$ cat src/rtl/jtframe_sdram_rd32.sv
// Single-bank SDRAM reader: power-up init sequence, then 32-bit reads built from
// a burst-2 / CL2 pair of 16-bit words, with periodic auto-refresh between reads.
module jtframe_sdram_rd32 #(
  parameter int         SDRAMW     = 22,
  parameter logic [1:0] BA         = 2'd0,
  parameter int         INIT_WAIT  = 9600,
  parameter int         REF_PERIOD = 360,
  parameter int         RFC        = 7
) (
  input  logic              clk,
  input  logic              rst,
  // req/ack: req is a level held by the arbiter; ack pulses for one cycle when
  // addr is latched, and the arbiter drops req (or changes addr) after seeing it.
  input  logic              req,
  input  logic [SDRAMW-1:0] addr,
  output logic              ack,
  output logic              data_rdy,
  output logic [31:0]       data_read,
  output logic              init_done,
  input  logic [15:0]       sdram_din,
  output logic [12:0]       sdram_a,
  output logic [1:0]        sdram_ba,
  output logic              sdram_ncs,
  output logic              sdram_nras,
  output logic              sdram_ncas,
  output logic              sdram_nwe,
  output logic              sdram_cke,
  output logic [1:0]        sdram_dqm,
  output logic [3:0]        dbg_state_o
);

  localparam logic [3:0] ST_INIT     = 4'd0;
  localparam logic [3:0] ST_IDLE     = 4'd1;
  localparam logic [3:0] ST_ACT_WAIT = 4'd2;
  localparam logic [3:0] ST_READ     = 4'd3;
  localparam logic [3:0] ST_CAS_WAIT = 4'd4;
  localparam logic [3:0] ST_CAP_LO   = 4'd5;
  localparam logic [3:0] ST_CAP_HI   = 4'd6;
  localparam logic [3:0] ST_DONE     = 4'd7;
  localparam logic [3:0] ST_REFRESH  = 4'd8;

  localparam logic [3:0] CMD_NOP = 4'b0111;
  localparam logic [3:0] CMD_ACT = 4'b0011;
  localparam logic [3:0] CMD_RD  = 4'b0101;
  localparam logic [3:0] CMD_PRE = 4'b0010;
  localparam logic [3:0] CMD_REF = 4'b0001;
  localparam logic [3:0] CMD_MRS = 4'b0000;

  localparam int INIT_END = INIT_WAIT + 4 + 2 * RFC;
  localparam int CW       = $clog2(INIT_END + 1);
  localparam int RW       = (REF_PERIOD > 1) ? $clog2(REF_PERIOD) : 1;

  logic [3:0]    state_q, state_d;
  logic [CW-1:0] cnt_q, cnt_d;
  logic [3:0]    cmd_q, cmd_d;
  logic [12:0]   a_q, a_d;
  logic [1:0]    ba_q, ba_d;
  logic          cke_q, cke_d;
  logic [1:0]    dqm_q, dqm_d;
  logic          ack_q, ack_d;
  logic          rdy_q, rdy_d;
  logic [31:0]   data_q, data_d;
  logic          done_q, done_d;
  logic [8:0]    col_q, col_d;
  logic [15:0]   lo_q, lo_d;
  logic [15:0]   hi_q, hi_d;
  logic [RW-1:0] rcnt_q, rcnt_d;
  logic          pend_q, pend_d;
  logic          wrap, ref_go;

  always_comb begin
    state_d = state_q;
    cnt_d   = cnt_q;
    cmd_d   = CMD_NOP;
    a_d     = a_q;
    ba_d    = BA;
    cke_d   = 1'b1;
    dqm_d   = dqm_q;
    ack_d   = 1'b0;
    rdy_d   = 1'b0;
    data_d  = data_q;
    done_d  = done_q;
    col_d   = col_q;
    lo_d    = lo_q;
    hi_d    = hi_q;
    ref_go  = 1'b0;
    case (state_q)
      ST_INIT: begin
        cnt_d = cnt_q + 1'b1;
        if (cnt_q == CW'(INIT_WAIT)) begin
          cmd_d = CMD_PRE;
          a_d   = 13'h0400;
        end else if (cnt_q == CW'(INIT_WAIT + 2) || cnt_q == CW'(INIT_WAIT + 2 + RFC)) begin
          cmd_d = CMD_REF;
        end else if (cnt_q == CW'(INIT_WAIT + 2 + 2 * RFC)) begin
          cmd_d = CMD_MRS;
          a_d   = 13'h0021;
        end else if (cnt_q == CW'(INIT_END)) begin
          done_d  = 1'b1;
          dqm_d   = 2'b00;
          state_d = ST_IDLE;
        end
      end
      ST_IDLE: begin
        // a pending refresh always wins over a simultaneous request
        if (pend_q) begin
          cmd_d   = CMD_REF;
          ref_go  = 1'b1;
          cnt_d   = '0;
          state_d = ST_REFRESH;
        end else if (req) begin
          cmd_d   = CMD_ACT;
          a_d     = 13'(addr >> 9);
          col_d   = addr[8:0];
          ack_d   = 1'b1;
          state_d = ST_ACT_WAIT;
        end
      end
      ST_ACT_WAIT: state_d = ST_READ;
      ST_READ: begin
        cmd_d   = CMD_RD;
        a_d     = {2'b00, 1'b1, 1'b0, col_q};
        cnt_d   = '0;
        state_d = ST_CAS_WAIT;
      end
      ST_CAS_WAIT: begin
        cnt_d = cnt_q + 1'b1;
        if (cnt_q == CW'(1)) state_d = ST_CAP_LO;
      end
      ST_CAP_LO: begin
        lo_d    = sdram_din;
        state_d = ST_CAP_HI;
      end
      ST_CAP_HI: begin
        hi_d    = sdram_din;
        state_d = ST_DONE;
      end
      ST_DONE: begin
        data_d  = {hi_q, lo_q};
        rdy_d   = 1'b1;
        state_d = ST_IDLE;
      end
      ST_REFRESH: begin
        cnt_d = cnt_q + 1'b1;
        if (cnt_q == CW'(RFC - 2)) state_d = ST_IDLE;
      end
      default: state_d = ST_INIT;
    endcase

    wrap = done_q && (rcnt_q == RW'(REF_PERIOD - 1));
    if (!done_q)   rcnt_d = rcnt_q;
    else if (wrap) rcnt_d = '0;
    else           rcnt_d = rcnt_q + 1'b1;
    // a wrap while already pending does not queue a second refresh
    if (wrap)        pend_d = 1'b1;
    else if (ref_go) pend_d = 1'b0;
    else             pend_d = pend_q;
  end

  always_ff @(posedge clk) begin
    if (rst) begin
      state_q <= ST_INIT;
      cnt_q   <= '0;
      cmd_q   <= CMD_NOP;
      a_q     <= '0;
      ba_q    <= '0;
      cke_q   <= 1'b0;
      dqm_q   <= 2'b11;
      ack_q   <= 1'b0;
      rdy_q   <= 1'b0;
      data_q  <= '0;
      done_q  <= 1'b0;
      col_q   <= '0;
      lo_q    <= '0;
      hi_q    <= '0;
      rcnt_q  <= '0;
      pend_q  <= 1'b0;
    end else begin
      state_q <= state_d;
      cnt_q   <= cnt_d;
      cmd_q   <= cmd_d;
      a_q     <= a_d;
      ba_q    <= ba_d;
      cke_q   <= cke_d;
      dqm_q   <= dqm_d;
      ack_q   <= ack_d;
      rdy_q   <= rdy_d;
      data_q  <= data_d;
      done_q  <= done_d;
      col_q   <= col_d;
      lo_q    <= lo_d;
      hi_q    <= hi_d;
      rcnt_q  <= rcnt_d;
      pend_q  <= pend_d;
    end
  end

  assign {sdram_ncs, sdram_nras, sdram_ncas, sdram_nwe} = cmd_q;
  assign sdram_a     = a_q;
  assign sdram_ba    = ba_q;
  assign sdram_cke   = cke_q;
  assign sdram_dqm   = dqm_q;
  assign ack         = ack_q;
  assign data_rdy    = rdy_q;
  assign data_read   = data_q;
  assign init_done   = done_q;
  assign dbg_state_o = state_q;

endmodule

$ cat config.mk
export PLATFORM = sky130hd
export DESIGN_NAME = jtframe_sdram_rd32
export DESIGN_NICKNAME = d
export VERILOG_FILES = /design/src/rtl/jtframe_sdram_rd32.sv
export SDC_FILE = /design/constraint.sdc
export NUM_CORES = 1
export LEC_CHECK = 0
export ABC_AREA = 1
export BUFFER_PORTS_ARGS = -buffer_cell sky130_fd_sc_hd__buf_4
export CORE_MARGIN = 8
export CORE_UTILIZATION = 35
export DETAILED_ROUTE_END_ITERATION = 8
export SLEW_MARGIN = 20
export SYNTH_ARGS = -nofsm -noshare
export SYNTH_HDL_FRONTEND = slang
export SYNTH_SLANG_ARGS = --single-unit
$ cat constraint.sdc
create_clock -name clk -period 3.65 [get_ports clk]
set_clock_uncertainty 0.2 [all_clocks]
set_input_delay 0.1825 -clock clk [delete_from_list [all_inputs] [get_ports clk]]
set_output_delay 0.1825 -clock clk [all_outputs]
set_load 0.1 [all_outputs]
==> results.env, run 1 <==
ROUTED_WIRE_LENGTH_PER_INSTANCE_UM=13.30
CLK_TRANSITION_REPORTED_PATHS_NS=0.06
DP_HPWL_MM=9.761
CORE_AREA_SQ_UM=14480
DIE_X_UM=137.3
SYNTHESIS.YOSYS.WARNINGS=0
P_LEAK_nW=3.013
POST_CTS_RESIZED=0
CLOCK_TREE_FROM_TRITONCTS='done'
RR_WORST_DEPTH=6
FINALNETCOUNT=905
FP.DIEAREA_SQ_UM=18860
FIRST_PASS_GRT_WIRE_LENGTH_MM=23.22
DETAIL_ROUTE.WIRELENGTH_MM=14.05
FLOW.AREA_GROWTH_FROM_SYNTHESIS_PCT=36.10
FINAL-MAX-SLEW-VIOLATION-COUNT=0
SYN-INSTANCE-COUNT=731
TIMING_WORST_SETUP_PATH_TYPE='reg2reg'
SETUP.WORST_PATH.END_CLASS='register'
CRIT_PATH_MAX_INCR_DELAY_NS=0.53
CRITPATHLAUNCH='dbg_state_o[0]$_SDFFE_PP0P_'
CTS_POST_SETUP_BUFFERS_INSERTED=0
DRV.MAX_CAP_VIOLATION_COUNT=0
DRT-INITIAL-DRC-COUNT=240
CRITICAL_PATH.CELL_CHAIN='nand2_1 -> nor2_2 -> buf_4 -> inv_1 -> nor2_1 -> nor2_1'
DRIVE_ABOVE_1_SHARE_PCT=18.12
SYNTH.AVG_CELL_AREA_SQ_UM=7.050
CRITPATHARRIVALTIME_NS=2.29
YOSYSTOPAREACELL='dfxtp_1'
SLEW_HEADROOM_PCT=28.70
GRT_MAX_DEGREE=48
IR_WORST_VDD_V=0.0003322
DRT_FIRST_PASS_ITERS=4
P_PER_AREA_nW_PER_UM2=469.7
CRITICAL-PATH-TOP-CELL-BY-COUNT='nor2_1'
ANTENNA_DIODES=0
SYNTH.TOP_CELLS.BY_COUNT='nor2_1, dfxtp_1, nand2_1'
VIA_COUNT_OF_THE_FIRST_GLOBAL_ROUTING_PASS=4779
REMAINING_DRC_ERRORS=0
WORST_SLEW_PIN_SLEW_NS=1.068
CRITICAL_PATH_REQUIRED_NS=3.75
WORST_SETUP_PATH_ENDPOINT='data_read[4]$_SDFFE_PP0P_'
SYNTH_SEQ_AREA_SHARE_PCT=47.39
GRT_USE_TOTAL_PCT=15.44
DR_TOTAL_VIAS=4954
CP_MAX_FO=33
SYNTH_AREA_SQ_UM=5154
RSZ0062_AT_GRT='no'
INITIAL_CORE_UTILIZATION_PCT=35.59
ANTENNA_VIOLATING_NETS_POST_ROUTE=0
TIMING.CRITICAL_PATH.FROM_TYPE='register'
MAXCLOCKFREQUENCY_GHz=0.4578
PLACE.PORT_BUFFERS=98
ASYNCSETRESETFLOPFRACSYNTH_PCT=0
SYNTH.DISTINCT_CELLS=27
STATUS='completed'
FP-ROW-COUNT=44
SYNTH_SEQ_CELLS=122
SYNTH_EDF_COUNT=0
POST-SYNTH-TOP-COUNT-CELL='nor2_1'
CTS_BUFS_INSERTED=17
REPORT.FINAL.SETUP_VIOL=0
POST_SYNTH_MAIN_AREA_CONTRIBUTORS='dfxtp_1, nor2_1, nand2_1'
LEADING_REGISTER_CELL_TYPE_OUT_OF_SYNTHESIS='dfxtp_1'
ROUTE.DETAILED.VIAS_PER_INST=4.691
SYNTH_TOP_AREA_SHARE_PCT=47.39
ROUTABILITY_CONGESTION=0.8078
HP-CLASS='in2reg'
TNS_NS=0
HOLDCRITSTARTPOINT='addr[17]'
HOLD_VIOL_FINAL=0
CTS.ROOT.BUFFER_CELL='clkbuf_16'
MIN_PERIOD_NS=2.185
REGTOREGENDPOINT='data_read[4]$_SDFFE_PP0P_'
ANTENNA_VIOLATIONS_BEFORE_REPAIR=0
FILLERINSTANCES=1428
TIMING.RR.START='dbg_state_o[0]$_SDFFE_PP0P_'
CTS_BUFFER_DEPTH=2
FINAL_MIN_PERIOD_OVER_CLOCK_PERIOD_PCT=59.85
GRT.OVERFLOW.TOTAL=0
CRITICAL_PATH.SLOWEST_CELL='inv_1'
CLK_LATENCY_NS=0.41
CTS.SINK_COUNT=122
FINALCOREUTILIZATION_PCT=48.44
CHIPHEIGHT_UM=137.3
FF2FF_SETUP_SLACK_NS=1.47
CTS.HTREE.LEVELS=4
DESIGN.PORTCOUNT=102
stage by stage:
step	cell area [sq um]	setup slack [ns]	power (mW)	cells	hold WS, ns
2_1_floorplan	5161	1.333	1.431	733	0.1492
3_3_place_gp	5993	1.490	1.482	986	0.2398
3_5_place_dp	5993	1.452	1.481	986	0.2468
4_1_cts	7014	1.435	3.327	1056	0.004775
5_1_grt	7014	1.190	3.403	1056	0.03630
6_report	7014	1.465	3.295	1056	0.02301
report_power, final:
| part | switching (mW) | internal, mW | total (mW) | leakage (nW) |
|---|---|---|---|---|
| Clock | 0.653 | 1.16 | 1.81 | 0.303 |
| Combinational | 0.0756 | 0.0695 | 0.145 | 1.73 |
| Sequential | 0.00458 | 1.34 | 1.34 | 0.983 |
final cells by class:
type | instances | area [sq um] | share of cell area [%]
well taps | 184 | 230.2 | 3.282
repair buffers | 139 | 1139 | 16.23
flip-flops and latches | 122 | 2442 | 34.82
clock inverters | 15 | 215.2 | 3.068
multi-input cells | 523 | 2351 | 33.52
inverters | 56 | 211.5 | 3.015
clock buffers | 17 | 425.4 | 6.065
routing by layer:
metal	part of all wire, %	GRT usage (%)	vias up
met5	0	0	-
met4	0.66	5.311	0
met3	5.9	4.668	8
met2	47	24.97	107
met1	47	19.11	2219
li1	-	-	2620
placed cells by master, fill, tap and decap left out, drive strengths merged:
cell,count
dfxtp,122
ha,5
clkinv,6
nand4,7
inv,58
nor3b,1
or2,2
dlygate4sd3,38
nor2,186
o211ai,2
bufinv,4
nand2,125
nor3,12
clkbuf,17
nand3,47
conb,3
buf,101
o21ai,92
clkinvlp,3
a21oi,41
flip-flops by register name (all words and copies together), names as in the netlist:
register     cells
pend_q           1
sdram_a         13
col_q            9
hi_q            16
ack              1
sdram_cke        1
dbg_state_o      4
lo_q            16
cnt_q           14
cmd_q            3
sdram_dqm        1
data_rdy         1
init_done        1
rcnt_q           9
data_read       32
cells by family after synthesis:
logic type / Yosys count / synth area share [%]
buf+inv: 88 / 7.186
flops: 122 / 47.39
fa+ha+maj: 5 / 1.214
compound gates: 135 / 13.21
other cells: 1 / 0.07276
simple gates: 380 / 30.93
worst min path at each step:
stage | endpoint | slack, ns | cells after the start
after CTS | sdram_a[8]$_SDFFE_PP0P_ | 0.005 | 5
after global placement | col_q[8]$_SDFFE_PP0P_ | 0.24 | 2
after detailed placement | col_q[8]$_SDFFE_PP0P_ | 0.25 | 2
after floorplan | hi_q[0]$_SDFFE_PP0P_ | 0.15 | 2
final | sdram_a[8]$_SDFFE_PP0P_ | 0.02 | 5
after global routing | sdram_a[8]$_SDFFE_PP0P_ | 0.04 | 5
critical path: cells and delay by family (launching register included):
| kind | cells | cell delay [ns] |
|---|---|---|
| buf+inv | 2 | 0.84 |
| simple gates | 4 | 0.57 |
| flops | 1 | 0.45 |
what timing repair did:
action,CTS,global route
endpoints found under the setup margin,0,0
endpoints found under the hold margin,70,0
hold buffers,38,0
Note: power is estimated with default switching activity, not from simulation.
==> run 2, diff against run 1 <==
clock period = 1.8 ns   (was 3.65 ns; I/O delays follow)
==> run 2 against run 1 <==
Effect of this change: clock power rose by 90%; non-clock buffer count rose by 16; combinational power rose by 120%; wire length rose by 3.7%; critical path depth rose by 2; flip-flop and latch count did not move; global-route usage rose by 0.38 points; worst setup slack got worse by 1.3 ns; design area rose by 2.8%.
==> results.env, run 2 (same netlist as run 1, synthesis figures left out) <==
GRT_MAX_DEGREE=58  # +21%
REMAINING_DRC_ERRORS=0  # unchanged
MIN_PERIOD_NS=1.661  # -0.5238 ns
CTS.SINK_COUNT=122  # unchanged
DP_HPWL_MM=10.12  # +3.7%
MAXCLOCKFREQUENCY_GHz=0.6021  # +32%
GRT.OVERFLOW.TOTAL=0  # unchanged
FINAL_MIN_PERIOD_OVER_CLOCK_PERIOD_PCT=92.27  # +32 points
CRIT_PATH_MAX_INCR_DELAY_NS=0.34  # -0.19 ns
TIMING_WORST_SETUP_PATH_TYPE='reg2reg'
DR_TOTAL_VIAS=4968  # +0.28%
P_LEAK_nW=3.096  # +2.8%
CLOCK_TREE_FROM_TRITONCTS='done'
PLACED_AREA_SQ_UM=6140  # +2.4%
DESIGN.PORTCOUNT=102  # unchanged
IR_WORST_VDD_V=0.0006091  # +83%
TNS_NS=0  # unchanged
CTS.HTREE.LEVELS=4  # unchanged
HOLD_VIOL_FINAL=0  # unchanged
FP.DIEAREA_SQ_UM=18860  # unchanged
DRT-INITIAL-DRC-COUNT=322  # +34%
SETUP.WORST_PATH.END_CLASS='register'
DESIGN_AREA_SQ_UM=7212  # +2.8%
FILLERINSTANCES=1423  # -0.35%
CRITPATHARRIVALTIME_NS=1.76  # -0.53 ns
ANTENNA_VIOLATIONS_BEFORE_REPAIR=0  # unchanged
CTS.ROOT.BUFFER_CELL='clkbuf_16'
ROUTABILITY_CONGESTION=0.8309  # +2.9%
STATUS='completed'
CORE_AREA_SQ_UM=14480  # unchanged
CRITICAL_PATH.CELL_CHAIN='inv_1 -> ha_1 -> nand2_2 -> nor2_2 -> nand2_1 -> nand2_1 -> nor2_2 -> or2_2'
ROUTE.DETAILED.VIAS_PER_INST=4.639  # -1.1%
GRT_USE_TOTAL_PCT=15.82  # +0.38 points
LAYOUT.CELLS.MOST_COMMON='nor2_1'
FLOW.AREA_GROWTH_FROM_SYNTHESIS_PCT=39.94
CLK_TRANSITION_REPORTED_PATHS_NS=0.05  # about the same
CRITICAL_PATH_REQUIRED_NS=1.89  # -1.86 ns
HOLDCRITSTARTPOINT='rst'
HP-CLASS='in2reg'
ANTENNA_VIOLATING_NETS_POST_ROUTE=0  # unchanged
ANTENNA_DIODES=0  # unchanged
FINALNETCOUNT=921  # +1.8%
DRV.MAX_CAP_VIOLATION_COUNT=0  # unchanged
TIMING.CRITICAL_PATH.FROM_TYPE='register'
INITIAL_CORE_UTILIZATION_PCT=35.59  # unchanged
COMMONEST_CELLS_AFTER_ROUTING_FILL_AND_TAPS_ASIDE='nor2_1, nand2_1, dfxtp_1'
DETAIL_ROUTE.WIRELENGTH_MM=14.57  # +3.7%
DRIVE_ABOVE_1_SHARE_PCT=21.65  # +3.5 points
CRITPATHLAUNCH='cnt_q[1]$_SDFFE_PP0P_'
CTS_BUFFER_DEPTH=2  # unchanged
CHIPHEIGHT_UM=137.3  # unchanged
VIA_COUNT_OF_THE_FIRST_GLOBAL_ROUTING_PASS=4799  # +0.42%
FINAL-MAX-SLEW-VIOLATION-COUNT=0  # unchanged
FIRST_PASS_GRT_WIRE_LENGTH_MM=23.58  # +1.5%
CRITICAL_PATH.SLOWEST_CELL='dfxtp_2'
RSZ0062_AT_GRT='yes'
TIMING.RR.START='cnt_q[1]$_SDFFE_PP0P_'
WHS_NS=0.2410  # +0.2180 ns
CTS_BUFS_INSERTED=17  # unchanged
DIE_X_UM=137.3  # unchanged
LARGEST_REG_FLOPS=32  # unchanged
FINALCOREUTILIZATION_PCT=49.81  # +1.4 points
CP_MAX_FO=5  # -85%
ROUTED_WIRE_LENGTH_PER_INSTANCE_UM=13.61  # +2.3%
PLACE.PORT_BUFFERS=98  # unchanged
FP-ROW-COUNT=44  # unchanged
CLK_LATENCY_NS=0.42  # about the same
REPORT.FINAL.SETUP_VIOL=0  # unchanged
DRT_FIRST_PASS_ITERS=6  # +2
P_PER_AREA_nW_PER_UM2=895.6  # +91%
run 2: power breakdown:
group / total, mW / switching (mW) / internal (mW)
registers: 2.71 / 0.00768 / 2.70
clock network: 3.44 / 1.23 / 2.20
logic: 0.313 / 0.162 / 0.152
run 2: final timing paths:
kind	to	slack [ns]	depth (start not counted)
max	cmd_q[2]$_SDFF_PP1_	0.14	8
min	init_done$_SDFFE_PP0P_	0.24	3
max reg2reg	cmd_q[2]$_SDFF_PP1_	0.14	8
min reg2reg	col_q[3]$_SDFFE_PP0P_	0.25	2
run 2: layout make-up:
type	count	area, sq um	share of cell area, %
inverters	56	216.5	3.001
well taps	184	230.2	3.192
repair buffers	155	1301	18.04
flip-flops and latches	122	2466	34.20
clock buffers	20	446.7	6.194
multi-input cells	523	2406	33.36
clock inverters	11	145.1	2.012
run 2: per-stage QoR:
stage / worst slack (ns) / cells / power (mW)
5_1_grt: -0.001093 / 1071 / 6.663
6_report: 0.1392 / 1071 / 6.459
3_5_place_dp: -0.01926 / 998 / 3.003
3_3_place_gp: 0.008499 / 998 / 3.004
2_1_floorplan: 0.04513 / 733 / 2.894
4_1_cts: 0.03418 / 1071 / 6.502
run 2: layer usage:
metal	GRT usage, %	vias up	part of all wire [%]
li1	-	2637	-
met1	20.09	2204	48
met2	24.75	114	45
met3	5.288	13	5.3
met4	5.069	0	0.97
met5	0	-	0
run 2: critical path: cells and delay by family (launching register included):
family | cells | cell delay, ns
DFF | 1 | 0.34
buffers and inverters | 1 | 0.10
adders and majority gates | 1 | 0.16
and+or+nand+nor | 6 | 0.74
run 2: what timing repair did:
item,4_1_cts,5_1_grt
setup endpoints to repair,3,44
hold buffers,40,0
buffers inserted,2,0
endpoints found under the hold margin,71,0
pin swaps,1,1
gates resized for setup,0,24
